File: config.mk
export PLATFORM = sky130hd
export DESIGN_NAME = dmem_bridge
export DESIGN_NICKNAME = d
export VERILOG_FILES = /design/src/rtl/dmem_pkg.sv /design/src/rtl/dmem_lane_fmt.sv /design/src/rtl/dmem_bridge.sv
export SDC_FILE = /design/constraint.sdc
export NUM_CORES = 1
export LEC_CHECK = 0
export BUFFER_PORTS_ARGS = -buffer_cell sky130_fd_sc_hd__buf_2
export CORE_ASPECT_RATIO = 1.2
export CORE_UTILIZATION = 52
export CTS_CLUSTER_DIAMETER = 40
export DETAILED_ROUTE_END_ITERATION = 8
export PLACE_DENSITY_LB_ADDON = 0.3
export SYNTH_ARGS = -nofsm -noshare
export SYNTH_HDL_FRONTEND = slang
export SYNTH_SLANG_ARGS = --single-unit
File: constraint.sdc
create_clock -name clk -period 4.1 [get_ports clk]
set_input_delay 0.82 -clock clk [delete_from_list [all_inputs] [get_ports clk]]
set_output_delay 0.82 -clock clk [all_outputs]
set_load 0.01 [all_outputs]
File: src/rtl/dmem_pkg.sv
// dmem_bridge shared constants: access sizes, FSM states, byte enables.
// The optional wait-state timeout is enabled by defining DMEM_TIMEOUT_EN.
package dmem_pkg;

  localparam logic [1:0] SEL_WORD = 2'b00;
  localparam logic [1:0] SEL_HALF = 2'b01;
  localparam logic [1:0] SEL_BYTE = 2'b10;

  typedef enum logic [1:0] {
    S_IDLE = 2'd0,
    S_BUSY = 2'd1,
    S_DONE = 2'd2
  } state_t;

  localparam logic [3:0] BE_NONE = 4'b0000;
  localparam logic [3:0] BE_ALL  = 4'b1111;
  localparam logic [3:0] BE_LO   = 4'b0011;
  localparam logic [3:0] BE_HI   = 4'b1100;
  localparam logic [3:0] BE_B0   = 4'b0001;

endpackage

File: src/rtl/dmem_lane_fmt.sv
// Little-endian lane steering: byte enables, store replication,
// misalignment detection and MSB-aligned load data.
module dmem_lane_fmt
  import dmem_pkg::*;
(
  input  logic [1:0]  sel,
  input  logic [1:0]  off,
  input  logic [31:0] st_data,
  input  logic [31:0] ld_word,
  output logic [3:0]  be,
  output logic [31:0] st_word,
  output logic        misalign,
  output logic [31:0] ld_data
);

  logic [31:0] ld_shift;

  assign ld_shift = ld_word >> {off, 3'b000};

  always_comb begin
    be       = BE_ALL;
    st_word  = st_data;
    misalign = (off != 2'b00);
    ld_data  = ld_word;
    unique case (sel)
      SEL_HALF: begin
        be       = off[1] ? BE_HI : BE_LO;
        st_word  = {2{st_data[15:0]}};
        misalign = off[0];
        ld_data  = {ld_shift[15:0], 16'b0};
      end
      SEL_BYTE: begin
        be       = BE_B0 << off;
        st_word  = {4{st_data[7:0]}};
        misalign = 1'b0;
        ld_data  = {ld_shift[7:0], 24'b0};
      end
      default: ;
    endcase
  end

endmodule

File: src/rtl/dmem_bridge.sv
// CPU data-memory bridge: IDLE/BUSY/DONE req/ack sequencer with stall.
// Define DMEM_TIMEOUT_EN to bound BUSY at TIMEOUT_CYCLES wait states.
module dmem_bridge
  import dmem_pkg::*;
#(
  parameter int ADDR_W         = 32,
  parameter int TIMEOUT_CYCLES = 255
) (
  input  logic              clk,
  input  logic              rst,
  input  logic              cpu_rena,
  input  logic              cpu_wena,
  input  logic [1:0]        cpu_select,
  input  logic [ADDR_W-1:0] cpu_addr,
  input  logic [31:0]       cpu_wdata,
  output logic [31:0]       cpu_rdata,
  output logic              stall,
  output logic              err,
  output logic              mem_req,
  output logic              mem_we,
  output logic [3:0]        mem_be,
  output logic [ADDR_W-3:0] mem_addr,
  output logic [31:0]       mem_wdata,
  input  logic [31:0]       mem_rdata,
  input  logic              mem_ack
);

  state_t            state_q, state_d;
  logic [ADDR_W-3:0] addr_q, addr_d;
  logic [3:0]        be_q, be_d;
  logic [31:0]       wdata_q, wdata_d;
  logic [31:0]       rdata_q, rdata_d;
  logic              we_q, we_d;
  logic              err_q, err_d;
  logic [1:0]        sel_q, sel_d;
  logic [1:0]        off_q, off_d;

  logic              idle, busy, done;
  logic [1:0]        f_sel, f_off;
  logic [3:0]        f_be;
  logic [31:0]       f_wd, f_rd;
  logic              f_mis;
  logic              tmo;

  assign idle = (state_q == S_IDLE);
  assign busy = (state_q == S_BUSY);
  assign done = (state_q == S_DONE);

  // IDLE steers the live request; BUSY reuses the latched size/offset for load data.
  assign f_sel = idle ? cpu_select    : sel_q;
  assign f_off = idle ? cpu_addr[1:0] : off_q;

  dmem_lane_fmt u_fmt (
    .sel      (f_sel),
    .off      (f_off),
    .st_data  (cpu_wdata),
    .ld_word  (mem_rdata),
    .be       (f_be),
    .st_word  (f_wd),
    .misalign (f_mis),
    .ld_data  (f_rd)
  );

`ifdef DMEM_TIMEOUT_EN
  logic [15:0] cnt_q, cnt_d;

  assign tmo = busy && (cnt_q == 16'(TIMEOUT_CYCLES - 1));

  always_comb begin
    cnt_d = '0;
    if (busy) cnt_d = cnt_q + 16'd1;
  end

  always_ff @(posedge clk or negedge rst) begin
    if (!rst) cnt_q <= '0;
    else      cnt_q <= cnt_d;
  end
`else
  assign tmo = 1'b0;
`endif

  always_comb begin
    state_d = state_q;
    addr_d  = addr_q;
    be_d    = be_q;
    wdata_d = wdata_q;
    rdata_d = rdata_q;
    we_d    = we_q;
    err_d   = err_q;
    sel_d   = sel_q;
    off_d   = off_q;
    unique case (state_q)
      S_IDLE: begin
        err_d = 1'b0;
        if (cpu_rena || cpu_wena) begin
          if (f_mis || (cpu_rena && cpu_wena)) begin
            err_d   = 1'b1;
            rdata_d = '0;
            state_d = S_DONE;
          end else begin
            addr_d  = cpu_addr[ADDR_W-1:2];
            be_d    = cpu_wena ? f_be : BE_ALL;
            wdata_d = f_wd;
            we_d    = cpu_wena;
            sel_d   = cpu_select;
            off_d   = cpu_addr[1:0];
            state_d = S_BUSY;
          end
        end
      end
      S_BUSY: begin
        if (mem_ack) begin
          if (!we_q) rdata_d = f_rd;
          state_d = S_DONE;
        end else if (tmo) begin
          err_d   = 1'b1;
          rdata_d = '0;
          state_d = S_DONE;
        end
      end
      S_DONE:  state_d = S_IDLE;
      default: state_d = S_IDLE;
    endcase
  end

  always_ff @(posedge clk or negedge rst) begin
    if (!rst) begin
      state_q <= S_IDLE;
      addr_q  <= '0;
      be_q    <= BE_NONE;
      wdata_q <= '0;
      rdata_q <= '0;
      we_q    <= 1'b0;
      err_q   <= 1'b0;
      sel_q   <= SEL_WORD;
      off_q   <= 2'b00;
    end else begin
      state_q <= state_d;
      addr_q  <= addr_d;
      be_q    <= be_d;
      wdata_q <= wdata_d;
      rdata_q <= rdata_d;
      we_q    <= we_d;
      err_q   <= err_d;
      sel_q   <= sel_d;
      off_q   <= off_d;
    end
  end

  assign stall     = idle ? (cpu_rena | cpu_wena) : busy;
  assign err       = done & err_q;
  assign mem_req   = busy;
  assign mem_we    = busy & we_q;
  assign mem_be    = be_q;
  assign mem_addr  = addr_q;
  assign mem_wdata = wdata_q;
  assign cpu_rdata = rdata_q;

endmodule
==> results of run 1 <==
## through the flow
step / std cells / total power, mW / hold slack (ps) / utilization
5_1_grt: 845 / 5.38 / 507 / 0.683
2_1_floorplan: 527 / 3.28 / 442 / -
6_report: 846 / 5.02 / 471 / 0.684
4_1_cts: 845 / 5.03 / 475 / 0.683
3_5_place_dp: 829 / 4.09 / 457 / 0.650
3_3_place_gp: 829 / 4.01 / 456 / 0.650
## critical path, cell delays in order (launching register included)
cell,delay [ps]
dfrtp_1,500
nor2_4,300
mux2_2,390
inv_1,80
ha_1,490
nand3b_1,450
o21bai_1,780
a222oi_1,150
o21ai_1,150
## where the power goes
group / internal [mW] / leakage, nW / switching (mW)
sequential: 1.44 / 1.36 / 0.235
clock: 0.538 / 0.153 / 0.389
combinational: 0.961 / 1.89 / 1.45
## metal layers
metal,share of wire,up-vias,routed length (um)
li1,-,2196,-
met4,0.018,0,257
met5,0,-,0
met3,0.071,24,1010
met2,0.51,227,7290
met1,0.40,2226,5740
## cells in the mapped netlist (2+ instances only)
cell type    n
buf_1        7
o21a_1       4
a222oi_1     7
a22oi_1     33
nand2_1    159
mux2_1      17
a2bb2oi_1    2
nor2b_1      3
clkbuf_1    16
nand2b_1     2
nor2_1      17
o21ai_1     59
buf_2        9
mux2i_1     16
mux2_2      12
ha_1         3
o21bai_1     2
a311o_1      2
nor3_1       3
a21oi_1     12
inv_1        6
buf_6        2
o21ai_0      2
dfrtp_1    106
and2_1       5
## worst paths after layout
check                                            end
max                        cpu_rdata[29]$_DFFE_PN0P_
min                         mem_addr[14]$_DFFE_PN0P_
max reg2reg                cpu_rdata[29]$_DFFE_PN0P_
min reg2reg                 mem_addr[14]$_DFFE_PN0P_
max in group asynchronous  cpu_rdata[13]$_DFFE_PN0P_
min in group asynchronous    mem_addr[5]$_DFFE_PN0P_
## cells by family after synthesis
logic type / after synthesis / share of synthesized area
compound gates: 131 / 0.165
xor+xnor: 1 / 0.00174
fa+ha+maj: 4 / 0.00968
buf+inv: 41 / 0.0365
flops: 106 / 0.526
mux: 45 / 0.0965
simple gates: 199 / 0.164
## flip-flops by register name (all words and copies together) (netlist names)
name       flops
state_q        2
mem_wdata     32
cpu_rdata     32
off_q          2
mem_be         4
we_q           1
mem_addr      30
err_q          1
sel_q          2
## area by class of cell
class / instances / area share
antenna: 1 / 0.000387
clock buffer: 10 / 0.0354
clock inverter: 6 / 0.0139
inverter: 6 / 0.00348
multi-input combinational: 380 / 0.344
sequential: 106 / 0.410
tap: 123 / 0.0238
timing repair buffer: 214 / 0.170
==> results by group, run 1 <==
Clocking
  – Postcts setup bufs: 0
  – Clock edge transition at the registers on the reported setup and hold paths: roughly 70 ps
  – Resize count post-CTS: 0
  – Htree depth: 3
  – Root cell of the clock tree: clkbuf_16
  – # hold bufs at CTS: 0
  – Latest clock arrival within the worst-skew pair: approximately 350 ps
  – Clk buf depth: 2
  – TritonCTS buffer count: 9
  – CTS Sinks: 106
  – CTS tree: yes

Synthesis
  – Number of flops mapped to enable cells by yosys: 0
  – Synthesized Nets: 633
  – Ys async rst share: 1.00
  – Cell area after synthesis: ~0.005 mm^2
  – Post-synth top flop: dfrtp_1
  – Ys Warns: 0
  – Synth area leader: dfrtp_1
  – Avg Inst Size Synth: roughly 9.6 um^2
  – Synth top area cells: dfrtp_1 53%, nand2_1 12%, o21ai_1 5.9%
  – Yosys cell types: 46
  – Sequential area share after synthesis: 0.526
  – FF+latch count, synth: around 110
  – Cells after Synth: ~530
  – Share of the synthesized area in the top cell type: 0.526

Routing
  – Vias: roughly 4700
  – Post-route DRC: 4
  – WL/cell: about 17 um
  – Drt initial violations: approximately 320
  – Final antenna-violating net count: 0
  – Final wirelength: 14.3 mm
  – Detailed-route vias per instance: about 5.5
  – Drt pass-1 iters: 8

Status
  – Status: complete, but fails checks
  – Violations in the final reports: design-rule violations

Global route
  – Number of global-route vias before repair: around 4500
  – First-pass GRT wire length: around 22 mm
  – Total GRT Usage: 0.282
  – Met2 usage: 0.484
  – Pin count of the biggest net entering global routing: 85
  – Grt total ovfl: 0
  – Top Usage Layer GRT: met2
  – Initial antenna violation count: 0
  – Met3 GRT Util: 0.0519
  – Met1 usage in global routing: 0.349

Setup path
  – Worst R2R Path Depth: 8
  – Worst reg2reg setup slack: between 700 and 800 ps
  – CP startpoint: state_q[0]$_DFFE_PN0P_
  – Critical path required time: between 4000 and 5000 ps
  – Path type of the worst setup path: register to register
  – Crit path launch type: register
  – Reg2reg start: state_q[0]$_DFFE_PN0P_
  – Worst EP arrival: 3650 ps
  – Crit path max fanout: 14
  – Crit end category: register

Timing
  – Worst-Margin Slew: 1040 ps
  – Relative slew slack: 0.308
  – Fmax: between 200 and 300 MHz
  – Final-report max-slew violation count: 0
  – Final setup fails: 0
  – Hold Fails Final Rpt: 0
  – Fin worst setup slack: between 700 and 800 ps
  – RSZ-0062 raised after global routing: false
  – Final worst-path cycle share: 0.828
  – Fin Setup TNS: 0 ps
  – Min cycle time layout: approximately 3400 ps
  – Clock Skews: 8.07 ps

Layout
  – Fillers: 770
  – Reg area: around 0.0027 mm^2
  – Area of the multi-input gates: 0.00222 mm^2
  – Final Cell Area: 0.00647 mm^2
  – Commonest non-fill, non-tap cells in the layout: 203 x buf_2, 159 x nand2_1, 106 x dfrtp_1, 58 x o21ai_1, 33 x a22oi_1
  – Layout cell share with drive strength beyond 1: 0.343
  – Commonest non-fill, non-tap cell in the layout: buf_2
  – Area delta synth->final: 28.3%
  – Final net count: between 800 and 900

Placement
  – Placer Congestion: ~0.84
  – Port bufs: 204
  – Dpl ws: ~730 ps
  – Area after DPL: 0.00615 mm^2
  – HPWL Detailed: 10.4 mm

Floorplan
  – Die H: 110 um
  – Die X: roughly 92 um
  – Die Area: about 0.010 mm^2
  – Core Rows: 39
  – Initial Util: 0.533
  – IO Pins: between 200 and 250
  – Core area: roughly 0.0095 mm^2

Pwr
  – Pwr per Cell Area: slightly below 800 mW/mm^2
  – P_leak: ~3.4 nW
  – Worst VDD drop: 0.370 mV

Hold path
  – Hold Path Origin: mem_addr[14]$_DFFE_PN0P_
  – Hold Path Class: register to register
  – Hold Crit Depth: 2

Run
  – Max-cap violations: 0
No activity file was read; power rests on OpenSTA's default activity.
==> run 2, diff against run 1 <==
- CORE_UTILIZATION: 52 -> 49
- clock period: 4.1 -> 3.4 ns (I/O delays scaled with it)
==> run 2 against run 1 <==
Against the previous run: clock skew decreased by 2.7 ps; the flow now finishes without violations; first-iteration DRC count increased by 9.0%; largest cell class unchanged; register-to-register slack got worse by 480 ps; core utilization decreased by 3.0 points.
==> results by group, run 2 (synthesis results as in run 1) <==
Clocking
  – Latest clock arrival within the worst-skew pair: 340 ps (about the same)
  – CTS Sinks: 106 (unchanged)
  – # hold bufs at CTS: 0 (unchanged)
  – Htree depth: 3 (unchanged)
  – Clock edge transition at the registers on the reported setup and hold paths: 70 ps (about the same)
  – Postcts setup bufs: 0 (unchanged)
  – Clk buf depth: 2 (unchanged)
  – Resize count post-CTS: 0 (unchanged)
  – Root cell of the clock tree: clkbuf_16
  – TritonCTS buffer count: 9 (unchanged)
  – CTS tree: yes

Layout
  – Layout cell share with drive strength beyond 1: 0.355 (+0.0113)
  – Fillers: 856 (+11%)
  – Final net count: 831 (+0.97%)
  – Area delta synth->final: 29.7%
  – Final Cell Area: 0.00654 mm^2 (+1.1%)
  – Reg area: 0.00265 mm^2 (unchanged)
  – Area of the multi-input gates: 0.00223 mm^2 (+0.51%)
  – # diodes: 0 (-1)
  – Commonest non-fill, non-tap cell in the layout: buf_2
  – Commonest non-fill, non-tap cells in the layout: 203 x buf_2, 159 x nand2_1, 106 x dfrtp_1, 58 x o21ai_1, 33 x a22oi_1

Timing
  – RSZ-0062 raised after global routing: false
  – Final setup fails: 0 (unchanged)
  – Fmax: 315 MHz (+6.9%)
  – Final worst-path cycle share: 0.934 (+0.106)
  – Worst-Margin Slew: 1020 ps (-16.3 ps)
  – Relative slew slack: 0.319 (+0.0109)
  – Clock Skews: 5.32 ps (-2.75 ps)
  – Final-report max-slew violation count: 0 (unchanged)
  – Min cycle time layout: 3180 ps (-218 ps)
  – Fin Setup TNS: 0 ps (unchanged)
  – Hold Fails Final Rpt: 0 (unchanged)

Routing
  – Final wirelength: 14.4 mm (+0.62%)
  – Detailed-route vias per instance: 5.52 (about the same)
  – WL/cell: 16.8 um (-0.56%)
  – Vias: 4726 (+1.1%)
  – Final antenna-violating net count: 0 (unchanged)
  – Drt initial violations: 352 (+9.0%)
  – Post-route DRC: 0 (-4)
  – Drt pass-1 iters: 5 (-3)

Floorplan
  – Initial Util: 0.504 (-0.0289)
  – Core Rows: 40 (+2.6%)
  – Die X: 94.6 um (+2.9%)
  – Die Area: 0.0107 mm^2 (+6.0%)
  – Core area: 0.0100 mm^2 (+5.7%)
  – Die H: 113 um (+3.0%)
  – IO Pins: 205 (unchanged)

Setup path
  – Crit path max fanout: 14 (unchanged)
  – Path type of the worst setup path: register to register
  – Crit end category: register
  – Worst EP arrival: 3440 ps (-210 ps)
  – Critical path required time: 3670 ps (-680 ps)
  – Crit path launch type: register

Placement
  – HPWL Detailed: 10.6 mm (+2.5%)
  – Placer Congestion: 0.859 (+2.7%)
  – Area after DPL: 0.00621 mm^2 (+1.0%)
  – Port bufs: 204 (unchanged)

Pwr
  – Worst VDD drop: 0.453 mV (+22%)
  – P_leak: 3.45 nW (+1.6%)
  – Pwr per Cell Area: 938 mW/mm^2 (+21%)

Status
  – Status: completed

Hold path
  – Hold Path Class: register to register

Global route
  – Pin count of the biggest net entering global routing: 81 (-4.7%)
  – First-pass GRT wire length: 22.5 mm (+2.8%)
  – Number of global-route vias before repair: 4615 (+3.3%)
  – Total GRT Usage: 0.272 (-0.00981)
  – Grt total ovfl: 0 (unchanged)
  – Initial antenna violation count: 0 (unchanged)

Run
  – Max-cap violations: 0 (unchanged)
[run 2: per-layer routing]
layer,global-route usage,wire length (um),vias to the layer above
met3,0.0464,897,36
met2,0.451,7180,203
met1,0.339,5860,2263
met4,0.135,446,0
li1,-,-,2224
met5,0,0,-
[run 2: worst paths after layout]
check,to,start,cells after the start,slack (ps)
max reg2reg,cpu_rdata[25]$_DFFE_PN0P_,state_q[0]$_DFFE_PN0P_,8,220
min,mem_addr[2]$_DFFE_PN0P_,mem_addr[2]$_DFFE_PN0P_,2,470
min in group asynchronous,mem_addr[7]$_DFFE_PN0P_,rst,1,500
max in group asynchronous,mem_addr[29]$_DFFE_PN0P_,rst,2,2050
min reg2reg,mem_addr[2]$_DFFE_PN0P_,mem_addr[2]$_DFFE_PN0P_,2,470
max,cpu_rdata[25]$_DFFE_PN0P_,state_q[0]$_DFFE_PN0P_,8,220
[run 2: stage by stage]
step	hold WS, ps	worst slack, ps	util	total power [mW]	cells
2_1_floorplan	384	713	-	3.95	527
3_3_place_gp	453	173	0.621	4.92	840
3_5_place_dp	457	40.3	0.621	5.03	840
4_1_cts	475	25.2	0.653	6.16	856
5_1_grt	494	60.1	0.654	6.57	856
6_report	473	225	0.654	6.14	856
[run 2: cell type report]
class / count / share of cell area
Timing Repair Buffer: 222 / 0.177
Sequential cell: 106 / 0.405
Clock inverter: 7 / 0.0141
Tap cell: 126 / 0.0241
Inverter: 6 / 0.00344
Multi-Input combinational cell: 380 / 0.341
Clock buffer: 9 / 0.0344
[run 2: critical path: stages, from the launching register on]
cell and delay [ps]:
dfrtp_1 510, nor2_4 300, mux2_2 380, inv_1 90, ha_1 530, nand3b_1 510
o21bai_2 510, a222oi_1 140, o21ai_1 120
[run 2: power by group]
group	switching [mW]	leakage (nW)	internal, mW
sequential	0.282	1.36	1.74
combinational	1.79	1.94	1.22
clock	0.471	0.160	0.646
total	2.54	3.45	3.60
